<file path="src/rtl/ram_port_arbiter.sv">
// Round-robin arbiter sharing one single-port sync RAM between the CPU data port (0)
// and the SPI programmer port (1), with a bounded burst lock and registered RAM drive.
module ram_port_arbiter #(
    parameter int DATA_WIDTH = 16,
    parameter int ADD_WIDTH  = 6,
    parameter int MAX_BURST  = 4
) (
    input  logic                  clk,
    input  logic                  rst,
    input  logic                  m0_req,
    input  logic                  m0_lock,
    input  logic                  m0_we,
    input  logic [ADD_WIDTH-1:0]  m0_add,
    input  logic [DATA_WIDTH-1:0] m0_din,
    output logic                  m0_gnt,
    output logic                  m0_rvalid,
    input  logic                  m1_req,
    input  logic                  m1_lock,
    input  logic                  m1_we,
    input  logic [ADD_WIDTH-1:0]  m1_add,
    input  logic [DATA_WIDTH-1:0] m1_din,
    output logic                  m1_gnt,
    output logic                  m1_rvalid,
    output logic [DATA_WIDTH-1:0] rdata,
    output logic                  ram_we,
    output logic [ADD_WIDTH-1:0]  ram_add,
    output logic [DATA_WIDTH-1:0] ram_din,
    input  logic [DATA_WIDTH-1:0] ram_dout,
    output logic [1:0]            owner
);

    localparam int CNT_W = 4;
    localparam logic [CNT_W-1:0] BURST_MAX = CNT_W'(MAX_BURST);

    // State encoding doubles as the owner code driven on the owner port.
    typedef enum logic [1:0] {
        IDLE = 2'b00,
        OWN0 = 2'b01,
        OWN1 = 2'b10
    } state_t;

    state_t           state;
    state_t           state_next;
    logic [CNT_W-1:0] burst_cnt;
    logic [CNT_W-1:0] burst_next;
    logic             last_win;
    logic             last_next;
    logic             win_lock;

    logic                  we_p1;
    logic [ADD_WIDTH-1:0]  add_p1;
    logic [DATA_WIDTH-1:0] din_p1;
    logic                  vld0_p2;
    logic                  vld1_p2;

    function automatic logic [CNT_W-1:0] sat_inc(input logic [CNT_W-1:0] v);
        return (v >= BURST_MAX) ? BURST_MAX : v + 1'b1;
    endfunction

    always_ff @(posedge clk) begin
        if (rst) begin
            state     <= IDLE;
            burst_cnt <= '0;
            last_win  <= 1'b1;
        end else begin
            state     <= state_next;
            burst_cnt <= burst_next;
            last_win  <= last_next;
        end
    end

    always_comb begin
        state_next = IDLE;
        if (m0_req && m1_req) begin
            if (state == OWN0 && m0_lock && burst_cnt < BURST_MAX) begin
                state_next = OWN0;
            end else if (state == OWN1 && m1_lock && burst_cnt < BURST_MAX) begin
                state_next = OWN1;
            end else begin
                // last_win=1 means port 1 was served last, so port 0 is due.
                state_next = last_win ? OWN0 : OWN1;
            end
        end else if (m0_req) begin
            state_next = OWN0;
        end else if (m1_req) begin
            state_next = OWN1;
        end
    end

    always_comb begin
        burst_next = '0;
        last_next  = last_win;
        win_lock   = 1'b0;
        case (state_next)
            OWN0: begin
                win_lock  = m0_lock;
                last_next = 1'b0;
            end
            OWN1: begin
                win_lock  = m1_lock;
                last_next = 1'b1;
            end
            default: begin
                win_lock  = 1'b0;
                last_next = last_win;
            end
        endcase
        if (state_next == IDLE) begin
            burst_next = '0;
        end else if (state_next == state && win_lock) begin
            burst_next = sat_inc(burst_cnt);
        end else begin
            burst_next = CNT_W'(1);
        end
    end

    always_comb begin
        m0_gnt = 1'b0;
        m1_gnt = 1'b0;
        owner  = state;
        case (state)
            OWN0:    m0_gnt = 1'b1;
            OWN1:    m1_gnt = 1'b1;
            default: owner  = IDLE;
        endcase
    end

    // p1: registered RAM command for the access granted at this edge
    always_ff @(posedge clk) begin
        if (rst) begin
            we_p1  <= 1'b0;
            add_p1 <= '0;
            din_p1 <= '0;
        end else begin
            case (state_next)
                OWN0: begin
                    we_p1  <= m0_we;
                    add_p1 <= m0_add;
                    din_p1 <= m0_din;
                end
                OWN1: begin
                    we_p1  <= m1_we;
                    add_p1 <= m1_add;
                    din_p1 <= m1_din;
                end
                default: we_p1 <= 1'b0;
            endcase
        end
    end

    // p2: the RAM has registered read data; flag which port it belongs to
    always_ff @(posedge clk) begin
        if (rst) begin
            vld0_p2 <= 1'b0;
            vld1_p2 <= 1'b0;
        end else begin
            vld0_p2 <= (state == OWN0) && !we_p1;
            vld1_p2 <= (state == OWN1) && !we_p1;
        end
    end

    assign ram_we    = we_p1;
    assign ram_add   = add_p1;
    assign ram_din   = din_p1;
    assign m0_rvalid = vld0_p2;
    assign m1_rvalid = vld1_p2;
    assign rdata     = ram_dout;

endmodule

</file>
<file path="config.mk">
export PLATFORM = sky130hd
export DESIGN_NAME = ram_port_arbiter
export DESIGN_NICKNAME = d
export VERILOG_FILES = /design/src/rtl/ram_port_arbiter.sv
export SDC_FILE = /design/constraint.sdc
export NUM_CORES = 1
export LEC_CHECK = 0
export CAP_MARGIN = 0
export CORE_ASPECT_RATIO = 0.9
export CORE_UTILIZATION = 36
export DETAILED_ROUTE_END_ITERATION = 8
export GPL_TIMING_DRIVEN = 0
export PLACE_DENSITY = 0.93
export SETUP_SLACK_MARGIN = 0.02
export SYNTH_ARGS = -nofsm -noshare
export SYNTH_HDL_FRONTEND = slang
export SYNTH_SLANG_ARGS = --single-unit
</file>
<file path="constraint.sdc">
create_clock -name clk -period 2.9 [get_ports clk]
set_input_delay 0.435 -clock clk [delete_from_list [all_inputs] [get_ports clk]]
set_output_delay 0.435 -clock clk [all_outputs]
set_load 0.02 [all_outputs]
</file>
Word level (Yosys, flattened, before mapping) --
Cells that the tools add are included.
Storage, ports and cells: register bits 32, output and inout port bits 45, word-level logic and storage cells 50, input bits 68
Cells by class: reductions and logical operators 15, magnitude comparators 2, bitwise logic cells 1, eq/ne operators 5, muxes and demuxes 16, add/sub/neg operators 1
Operators with widths (number):
- 16-bit one-hot mux with 2 select lines | 1
- 2-bit 2-to-1 mux | 7
- 6-bit one-hot mux with 2 select lines | 1
- 1-bit logical AND | 8
- 1-bit one-hot mux with 2 select lines | 3
- 4-bit by 1-bit adder with 4-bit output, second input constant | 1
- 2-bit by 1-bit == test with 1-bit output, second input constant | 2
- 2-bit == test, second input constant | 2
- 4-bit by 3-bit >= comparator with 1-bit output, second input constant | 1
- 4-bit by 3-bit less-than comparator with 1-bit output, second input constant | 1
- 2-bit OR reduction | 2
- 4-bit OR reduction | 1
- 1-bit 2-to-1 mux | 3
- 3-bit 2-to-1 mux | 1
- 3-bit OR reduction | 1
- 2-bit == test | 1
- 2-bit logical NOT | 1
- 2-bit nonzero test | 1
- 1-bit logical NOT | 1
- 1-bit inverter | 1

Logic depth before layout (Yosys ltp) --
Gate-level depths: netlist (run 1).
word-level depth 11, depth in mapped cells 11, gate-level depth less buffers 9

Worst setup path after synthesis (run 1) --
OpenSTA, ideal clock, no wires.
kind reg-to-reg, start reg state[1], end reg add_p1[3], in the netlist ram_add[3], required time 2.772 ns, cell stages (with the launch flop) 10, setup slack 0.683 ns, data arrival time 2.090 ns, path through dfxtp_1 > nor2b_4 > a31oi_1 > o31a_4 > ha_1 > clkbuf_1 > buf_2 > nor2_1 > a21oi_1 > nor2_1
On the way: longest elaborated chain between the ends 8, elaborated cells between the ends (all ways) 13, those cells by class eq/ne (4); mux (4); reduce/logical (5)
RTL lines:
- from (decl) | RTL line 42 | state_t state;
- from (signal assigned) | RTL line 66 | state <= state_next;
- 2-bit == test | RTL line 77 | end else if (state == OWN1 && m1_lock && burst_cnt < BURST_MAX) begin
- 1-bit logical AND (2 in series) | RTL line 77
- 2-bit 2-to-1 mux | RTL line 77
- 2-bit 2-to-1 mux (*) | RTL line 75 | if (state == OWN0 && m0_lock && burst_cnt < BURST_MAX) begin
- 2-bit 2-to-1 mux (*) | RTL line 74 | if (m0_req && m1_req) begin
- named net state_next[0] | RTL line 43 | state_t state_next;
- 2-bit == test or 2-bit by 1-bit == test with 1-bit output (tied branches) | RTL line 135 | case (state_next)
- 6-bit one-hot mux with 2 select lines or 2-bit nonzero test (tied branches)
- to (signal assigned) | RTL line 138 | add_p1 <= m0_add;
- to (signal assigned) | RTL line 143 | add_p1 <= m1_add;
- to (decl) | RTL line 51 | logic [ADD_WIDTH-1:0] add_p1;
Mark *: on every way through the listed nets, which the timed path passes. The rest lies on a longest branch. A chain may end at the register's enable or synchronous reset.

Worst setup path after layout (run 1) --
start in m1_req, end reg din_p1[3], in the netlist ram_din[3]
On the way: elaborated cells between the ends (all ways) 8, those cells by class eq/ne (2); mux (4); reduce/logical (2)
RTL lines:
- from (decl) | RTL line 17 | input logic m1_req,
- 1-bit logical AND (*) | RTL line 74
- 2-bit 2-to-1 mux (*) | RTL line 74
- named net state_next[0] | RTL line 43
- 2-bit == test or 2-bit by 1-bit == test with 1-bit output (tied branches) | RTL line 135
- 16-bit one-hot mux with 2 select lines or 2-bit nonzero test (tied branches)
- to (signal assigned) | RTL line 139 | din_p1 <= m0_din;
- to (signal assigned) | RTL line 144 | din_p1 <= m1_din;
- to (decl) | RTL line 52 | logic [DATA_WIDTH-1:0] din_p1;
Marked as above.

==> impl_metrics.prom, run 1 <==
# TYPE chip_impl_metric gauge
chip_impl_info{name="status",value="finished clean"} 1
chip_impl_metric{name="seq_area_frac_synth",unit=""} 0.3790
chip_impl_metric{name="ios",unit=""} 113
chip_impl_metric{name="die_outline_area",unit="sq um"} 4974
chip_impl_metric{name="antenna_left",unit=""} 0
chip_impl_metric{name="post_synth_inst_count",unit=""} 197
chip_impl_metric{name="totalWireLength",unit="um"} 4520
chip_impl_metric{name="cp_data_arrival_time",unit="ns"} 2.81
chip_impl_metric{name="synth-warning-count",unit=""} 0
chip_impl_metric{name="flow.area_growth_from_synthesis",unit="%"} 66.91
chip_impl_metric{name="synth_simple_gate_area_frac",unit=""} 0.2184
chip_impl_metric{name="routed_via_density",unit=""} 4.793
chip_impl_metric{name="ctsResizeCount",unit=""} 0
chip_impl_info{name="synth_area_leaders",value="sky130_fd_sc_hd__dfxtp_1 (38%), sky130_fd_sc_hd__mux2i_1 (13%), sky130_fd_sc_hd__nor2_1 (11%)"} 1
chip_impl_metric{name="die_h",unit="um"} 67.01
chip_impl_metric{name="max_slew.worst_pin.slew",unit="ns"} 0.5016
chip_impl_metric{name="final-max-slew-violation-count",unit=""} 0
chip_impl_metric{name="floorplan.core_area",unit="sq um"} 4489
chip_impl_metric{name="syn-mean-instance-area",unit="sq um"} 8.581
chip_impl_metric{name="vias_in_the_first_global_route",unit=""} 1638
chip_impl_metric{name="drt_iter0_drc",unit=""} 50
chip_impl_metric{name="total_of_hold_buffers_inserted_after_clock_tree_synthesis",unit=""} 0
chip_impl_metric{name="power-per-cell-area",unit="nW/um^2"} 468.2
chip_impl_metric{name="port_buffers",unit=""} 96
chip_impl_metric{name="grt_overflow_total",unit=""} 0
chip_impl_metric{name="worstSkewPairLatency",unit="ns"} 0.28
chip_impl_metric{name="switching_power",unit="mW"} 0.4060
chip_impl_metric{name="post_cts_buffers",unit=""} 0
chip_impl_info{name="post_synthesis_cell_type_with_the_largest_combined_area",value="sky130_fd_sc_hd__dfxtp_1"} 1
chip_impl_metric{name="power.internal",unit="mW"} 0.9150
chip_impl_metric{name="flop_and_latch_count_out_of_synthesis",unit=""} 32
chip_impl_metric{name="detailedRoute.firstPassIterationCount",unit=""} 4
chip_impl_metric{name="place_hpwl",unit="um"} 3571
chip_impl_metric{name="grt_start_max_net_pins",unit=""} 11
chip_impl_metric{name="clkSinkCount",unit=""} 32
chip_impl_info{name="worst_path_max_delay_cell",value="sky130_fd_sc_hd__clkdlybuf4s50_1"} 1
chip_impl_metric{name="route.vias.total",unit=""} 1740
chip_impl_metric{name="timing.slew.headroom",unit=""} 0.6656
chip_impl_metric{name="row_count",unit=""} 23
chip_impl_metric{name="clock_power_share",unit=""} 0.263
chip_impl_metric{name="synth_compound_area_frac",unit=""} 0.1281
chip_impl_info{name="kind_of_capture_point_of_the_worst_setup_path",value="flip-flop"} 1
chip_impl_info{name="start_kind",value="input pin"} 1
chip_impl_metric{name="start_util",unit=""} 0.3765
chip_impl_metric{name="gp_weighted_congestion",unit=""} 0.8956
chip_impl_metric{name="yosys.cell_types.count",unit=""} 39
chip_impl_metric{name="crit_fanout",unit=""} 10
chip_impl_metric{name="dp_worst_setup_slack",unit="ns"} -0.04486
chip_impl_metric{name="synth.cell_area",unit="sq um"} 1690
chip_impl_metric{name="number_of_hold_violations_in_the_final_report",unit=""} 0
chip_impl_metric{name="filler_cell_count",unit=""} 390
chip_impl_metric{name="fraction_of_layout_instances_using_a_drive_strength_above_1",unit=""} 0.1329
chip_impl_metric{name="drc_errors",unit=""} 0
chip_impl_metric{name="n_antenna_cell",unit=""} 0
chip_impl_metric{name="max_cap_viol_count",unit=""} 0
chip_impl_metric{name="final_net_count",unit=""} 372
chip_impl_metric{name="finalSetupViolations",unit=""} 0
chip_impl_metric{name="combinationalPowerShare",unit=""} 0.352
chip_impl_metric{name="grt_pass1_wl",unit="um"} 7141
chip_impl_metric{name="synthAdderAreaFrac",unit=""} 0.02961
chip_impl_metric{name="syn_nets",unit=""} 269
chip_impl_metric{name="utilization",unit=""} 0.6285
chip_impl_metric{name="p_leak",unit="nW"} 1.148
chip_impl_metric{name="totalPowerFinal",unit="mW"} 1.321
chip_impl_metric{name="yosysTopAreaCellShare",unit=""} 0.3790
chip_impl_metric{name="antenna_violations_before_repair",unit=""} 0
chip_impl_metric{name="cts.clk_slew.worst_paths",unit="ns"} 0.06
chip_impl_metric{name="final.setup.worst_slack",unit="ns"} 0.2383
chip_impl_metric{name="min_period_over_period",unit=""} 0.9178
chip_impl_metric{name="clock_skew",unit="ns"} 0.005575
chip_impl_metric{name="worst_ir_drop_vdd",unit="V"} 0.0003585
chip_impl_info{name="crit_path_kind",value="input pin to flip-flop"} 1
chip_impl_info{name="crit_family",value="buffers and inverters"} 1
chip_impl_metric{name="clock_path_buffers",unit=""} 2
chip_impl_info{name="unrepaired_setup_endpoints_after_global_routing",value="no"} 1
chip_impl_metric{name="synthXorXnorAreaFrac",unit=""} 0
chip_impl_metric{name="buffers_and_inverters_on_the_worst_path",unit=""} 4
chip_impl_info{name="timing.critical_path.cells",value="clkdlybuf4s50_1 -> inv_1 -> o31a_4 -> ha_1 -> clkbuf_1 -> buf_2 -> nor2_1 -> a21oi_1 -> nor2_1"} 1
chip_impl_info{name="worst_path_most_repeated_cell",value="sky130_fd_sc_hd__nor2_1"} 1
chip_impl_metric{name="floorplan.die.width",unit="um"} 74.23
chip_impl_metric{name="power.share.switching",unit=""} 0.3073
chip_impl_metric{name="cpPeakStageDelay",unit="ns"} 0.64
chip_impl_metric{name="post_drt_wl_per_cell",unit="um"} 12.45
chip_impl_info{name="dominant_combinational_cell_family_by_area_after_synthesis",value="simple AND/OR/NAND/NOR gates"} 1
chip_impl_metric{name="grt_util_all_layers",unit=""} 0.1876
chip_impl_metric{name="power.share.sequential",unit=""} 0.385
chip_impl_metric{name="max_clock_freq",unit="MHz"} 375.7
chip_impl_info{name="holdCritPathClass",value="flip-flop to flip-flop"} 1
chip_impl_metric{name="muxShareOfSynthArea",unit=""} 0.1303
chip_impl_metric{name="worst_path_required",unit="ns"} 3.05
chip_impl_metric{name="clock_tree.htree_level_count",unit=""} 2
chip_impl_info{name="clk_root_buffer_cell",value="sky130_fd_sc_hd__clkbuf_8"} 1
chip_impl_metric{name="cts_made_buffers",unit=""} 5
chip_impl_info{name="clock_tree_from_tritoncts",value="yes"} 1
chip_impl_metric{name="finalCriticalPeriod",unit="ns"} 2.662
through the flow:
step,hold WS (ns),cells,setup TNS (ns),cell area [sq um]
after floorplan,0.4883,197,0,1690
after global placement,0.4483,355,0,2729
after detailed placement,0.4437,355,-0.4059,2729
after CTS,0.4537,363,0,2821
after global routing,0.4803,363,0,2821
final,0.4502,363,0,2821
worst paths after layout:
kind | from | endpoint | slack (ns) | cells past startpoint
max reg2reg | burst_cnt[2] | ram_din[3] | 0.36 | 9
min | ram_we | m0_rvalid | 0.45 | 1
min reg2reg | ram_we | m0_rvalid | 0.45 | 1
max | m1_req | ram_din[3] | 0.24 | 9
state kept, by name, indices dropped and copies added (netlist names):
name and cells:
burst_cnt 4, last_win 1, m0_rvalid 1, m1_rvalid 1, ram_add 6, ram_din 16
ram_we 1, state 2
area by class of cell:
type,instances,area (sq um),share of cell area
clock buffers,6,82.58,0.02927
multi-input cells,134,859.6,0.3047
repair buffers,96,960.9,0.3406
clock inverters,2,10.01,0.003548
flip-flops and latches,32,640.6,0.2271
inverters,4,15.01,0.005322
plain buffers,27,175.2,0.06208
well taps,62,77.57,0.02749
Yosys cell counts (all sizes together):
master / number
nand2b: 1
mux2i: 22
nor2b: 3
and3b: 1
buf: 23
ha: 4
dfxtp: 32
and4bb: 1
nor3b: 2
nor4: 1
a31oi: 1
clkbuf: 4
a41o: 1
nor2: 48
nor3: 5
nand3b: 1
a22oi: 2
o21ai: 1
and2b: 3
a211o: 2
o31a: 2
nand3: 1
o22ai: 1
nand2: 2
nand4: 1
and3: 2
conb: 1
o221ai: 1
and2: 1
a21oi: 22
inv: 4
o21bai: 1
logic make-up (layout without fill, tap and decap cells):
family | Yosys count | in the layout
and+or+nand+nor | 73 | 73
muxes | 22 | 22
AOI/OAI and AO/OA | 34 | 34
DFF | 32 | 32
buffers and inverters | 31 | 135
other | 1 | 1
adders and majority gates | 4 | 4
layer usage:
metal | track usage | up-vias | share of wire
met5 | 0 | - | 0
met3 | 0.06505 | 5 | 0.088
met1 | 0.2004 | 797 | 0.39
li1 | - | 861 | -
met4 | 0.05189 | 0 | 0.0093
met2 | 0.3466 | 77 | 0.52
power by group through the flow:
stage	Clock [mW]	Combinational [mW]	Sequential [mW]
4_1_cts	0.359	0.467	0.508
3_5_place_dp	0	0.465	0.518
2_1_floorplan	0	0.210	0.559
5_1_grt	0.384	0.501	0.514
3_3_place_gp	0	0.456	0.516
6_report	0.348	0.464	0.509
placed cells by master, fill, tap and decap left out, types with 2 or more instances in the layout:
cell and n:
sky130_fd_sc_hd__a211o_1 2, sky130_fd_sc_hd__a21oi_1 22, sky130_fd_sc_hd__a22oi_1 2, sky130_fd_sc_hd__and2b_4 2, sky130_fd_sc_hd__buf_2 5, sky130_fd_sc_hd__buf_4 18
sky130_fd_sc_hd__clkbuf_1 4, sky130_fd_sc_hd__clkbuf_8 6, sky130_fd_sc_hd__clkdlybuf4s50_1 96, sky130_fd_sc_hd__clkinv_2 2, sky130_fd_sc_hd__dfxtp_1 32, sky130_fd_sc_hd__ha_1 4
sky130_fd_sc_hd__inv_1 3, sky130_fd_sc_hd__mux2i_1 22, sky130_fd_sc_hd__nand2_1 2, sky130_fd_sc_hd__nor2_1 48, sky130_fd_sc_hd__nor2b_1 2, sky130_fd_sc_hd__nor3_1 5
Power figures use the tool's default switching activity.
==> inputs of run 2 (changes only) <==
- ABC_CLOCK_PERIOD_IN_PS: default -> 2900
- CAP_MARGIN: 0 -> default
==> results of run 2 <==
Same layout as run 1: the final DEF is identical, and so are final timing and power.
==> inputs of run 3 (changes only) <==
- CELL_PAD_IN_SITES_DETAIL_PLACEMENT: default -> 0
- CELL_PAD_IN_SITES_GLOBAL_PLACEMENT: default -> 1
- CORE_UTILIZATION: 36 -> 24
- PLACE_DENSITY: 0.93 -> 0.91
==> impl_metrics.prom, run 3 (synthesis gave the netlist of run 1 again) <==
# TYPE chip_impl_metric gauge
chip_impl_metric{name="dp_worst_setup_slack",unit="ns"} -0.1073
chip_impl_metric{name="clock_path_buffers",unit=""} 2
chip_impl_info{name="endpoint",value="ram_din[0]"} 1
chip_impl_metric{name="clkSinkCount",unit=""} 32
chip_impl_metric{name="min_period_over_period",unit=""} 0.8878
chip_impl_metric{name="cpPeakStageDelay",unit="ns"} 0.66
chip_impl_metric{name="final_net_count",unit=""} 372
chip_impl_info{name="timing.critical_path.cells",value="clkdlybuf4s50_1 -> inv_1 -> o31a_4 -> inv_2 -> ha_1 -> buf_2 -> buf_4 -> mux2i_1 -> nor2_1 -> a21oi_1 -> nor2_1"} 1
chip_impl_info{name="holdCritPathClass",value="flip-flop to flip-flop"} 1
chip_impl_metric{name="grt_overflow_total",unit=""} 0
chip_impl_metric{name="finalSetupViolations",unit=""} 0
chip_impl_info{name="layout_commonest_cell",value="sky130_fd_sc_hd__clkdlybuf4s50_1"} 1
chip_impl_info{name="critical_path.reg2reg.endpoint",value="ram_add[5]"} 1
chip_impl_metric{name="port_buffers",unit=""} 96
chip_impl_info{name="critical_path_startpoint",value="m1_req"} 1
chip_impl_info{name="layout.cells.most_common_list",value="sky130_fd_sc_hd__clkdlybuf4s50_1 (96), sky130_fd_sc_hd__nor2_1 (48), sky130_fd_sc_hd__dfxtp_1 (32)"} 1
chip_impl_metric{name="gp_weighted_congestion",unit=""} 0.8699
chip_impl_metric{name="cts_made_buffers",unit=""} 5
chip_impl_metric{name="detailedRoute.firstPassIterationCount",unit=""} 4
chip_impl_info{name="unrepaired_setup_endpoints_after_global_routing",value="no"} 1
chip_impl_metric{name="final-max-slew-violation-count",unit=""} 0
chip_impl_info{name="status",value="finished clean"} 1
chip_impl_metric{name="grt_start_max_net_pins",unit=""} 11
chip_impl_metric{name="vias_in_the_first_global_route",unit=""} 1548
chip_impl_info{name="worst_path_most_repeated_cell",value="sky130_fd_sc_hd__nor2_1"} 1
chip_impl_metric{name="total_of_hold_buffers_inserted_after_clock_tree_synthesis",unit=""} 0
chip_impl_metric{name="flow.area_growth_from_synthesis",unit="%"} 68.91
chip_impl_metric{name="antenna_left",unit=""} 0
chip_impl_metric{name="totalWireLength",unit="um"} 4561
chip_impl_info{name="kind_of_capture_point_of_the_worst_setup_path",value="flip-flop"} 1
chip_impl_metric{name="worstSkewPairLatency",unit="ns"} 0.27
chip_impl_metric{name="floorplan.core_area",unit="sq um"} 6691
chip_impl_metric{name="max_cap_viol_count",unit=""} 0
chip_impl_metric{name="cts.clk_slew.worst_paths",unit="ns"} 0.07
chip_impl_metric{name="utilization",unit=""} 0.4267
chip_impl_metric{name="power-per-cell-area",unit="nW/um^2"} 465.3
chip_impl_metric{name="finalCriticalPeriod",unit="ns"} 2.575
chip_impl_metric{name="p_leak",unit="nW"} 1.146
chip_impl_metric{name="drc_errors",unit=""} 0
chip_impl_info{name="start_kind",value="input pin"} 1
chip_impl_info{name="clock_tree_from_tritoncts",value="yes"} 1
chip_impl_metric{name="place_hpwl",unit="um"} 3507
chip_impl_metric{name="route.vias.total",unit=""} 1693
chip_impl_metric{name="worst_path_required",unit="ns"} 3.05
chip_impl_metric{name="timing.reg2reg.setup_slack",unit="ns"} 0.49
chip_impl_metric{name="worst_reg2reg_path_length_in_cells",unit=""} 10
chip_impl_metric{name="n_antenna_cell",unit=""} 0
chip_impl_metric{name="clock_skew",unit="ns"} 0.005511
chip_impl_info{name="worst_path_max_delay_cell",value="sky130_fd_sc_hd__clkdlybuf4s50_1"} 1
chip_impl_metric{name="row_count",unit=""} 28
chip_impl_metric{name="number_of_hold_violations_in_the_final_report",unit=""} 0
chip_impl_metric{name="die_outline_area",unit="sq um"} 7383
chip_impl_metric{name="floorplan.die.width",unit="um"} 90.47
chip_impl_metric{name="totalPowerFinal",unit="mW"} 1.329
chip_impl_metric{name="fraction_of_layout_instances_using_a_drive_strength_above_1",unit=""} 0.1296
chip_impl_metric{name="start_util",unit=""} 0.2526
chip_impl_metric{name="routed_via_density",unit=""} 4.330
chip_impl_info{name="regToRegStartpoint",value="state[1]"} 1
chip_impl_metric{name="final.setup.worst_slack",unit="ns"} 0.3254
chip_impl_metric{name="worst_ir_drop_vdd",unit="V"} 0.0002088
chip_impl_metric{name="largest_reg_flops",unit=""} 16
chip_impl_metric{name="cp_data_arrival_time",unit="ns"} 2.73
chip_impl_info{name="clk_root_buffer_cell",value="sky130_fd_sc_hd__clkbuf_8"} 1
chip_impl_info{name="crit_path_kind",value="input pin to flip-flop"} 1
chip_impl_metric{name="post_drt_wl_per_cell",unit="um"} 11.66
chip_impl_metric{name="grt_util_all_layers",unit=""} 0.1241
chip_impl_metric{name="drt_iter0_drc",unit=""} 68
chip_impl_metric{name="hold-worst-slack",unit="ns"} 0.4732
chip_impl_metric{name="crit_fanout",unit=""} 10
chip_impl_metric{name="clock_tree.htree_level_count",unit=""} 2
chip_impl_metric{name="max_clock_freq",unit="MHz"} 388.4
chip_impl_metric{name="die_h",unit="um"} 81.62
chip_impl_metric{name="ios",unit=""} 113
chip_impl_metric{name="grt_pass1_wl",unit="um"} 7327
chip_impl_metric{name="antenna_violations_before_repair",unit=""} 0
-- run 3: cell types whose count changed in the layout (fill, tap and decap cells not counted) --
cell and delta:
sky130_fd_sc_hd__clkbuf_1 +1, sky130_fd_sc_hd__clkinv_2 -2, sky130_fd_sc_hd__clkbuf_2 +1
-- run 3: critical path, delay by kind of cell --
kind	cells	cell delay (ns)
AOI/OAI and AO/OA	2	0.48
adders and majority gates	1	0.13
buffers and inverters	5	1.34
muxes	1	0.22
and+or+nand+nor	2	0.11
-- run 3: area by class of cell --
class | instances | area, sq um
Multi-Input combinational cell | 134 | 859.6
Tap cell | 90 | 112.6
Timing Repair Buffer | 96 | 960.9
Fill cell | 654 | 3836
Clock buffer | 8 | 90.09
Sequential cell | 32 | 640.6
Inverter | 4 | 15.01
Buffer | 27 | 176.4
-- run 3: report_power, final --
part           leakage, nW  internal (mW)  switching (mW)  total [mW]
clock network       0.0455          0.194           0.160       0.354
logic                0.837          0.244           0.222       0.466
registers            0.264          0.482          0.0264       0.509
total                 1.15          0.920           0.408        1.33
-- run 3: how the worst min path moves through the flow --
stage                     startpoint         to  slack, ns  depth (start not counted)
after floorplan             last_win   last_win       0.49                          1
after global placement        ram_we  m0_rvalid       0.46                          1
after detailed placement      ram_we  m0_rvalid       0.46                          1
after CTS                     ram_we  m0_rvalid       0.47                          1
after global routing          ram_we  m1_rvalid       0.49                          1
final                         ram_we  m1_rvalid       0.47                          1
-- run 3: metrics by stage --
step	cells	area, sq um	setup TNS [ns]
global placement	383	2764	-0.2593
floorplan	197	1690	0
finish	391	2855	0
CTS	391	2854	0
global route	391	2855	0
detailed placement	383	2764	-1.304
-- run 3: timing repair --
action,in CTS,in global routing
gates resized for setup,0,2
buffers inserted,0,0
hold endpoints to repair,0,0
setup endpoints to repair,0,11
-- run 3: routing by layer --
| layer | track usage | vias up | share of wire | wire, um |
|---|---|---|---|---|
| li1 | - | 858 | - | - |
| met2 | 0.2114 | 70 | 0.48 | 2169 |
| met5 | 0 | - | 0 | 0 |
| met4 | 0.02903 | 0 | 0.0046 | 21 |
| met1 | 0.1485 | 761 | 0.44 | 1997 |
| met3 | 0.04815 | 4 | 0.082 | 374 |
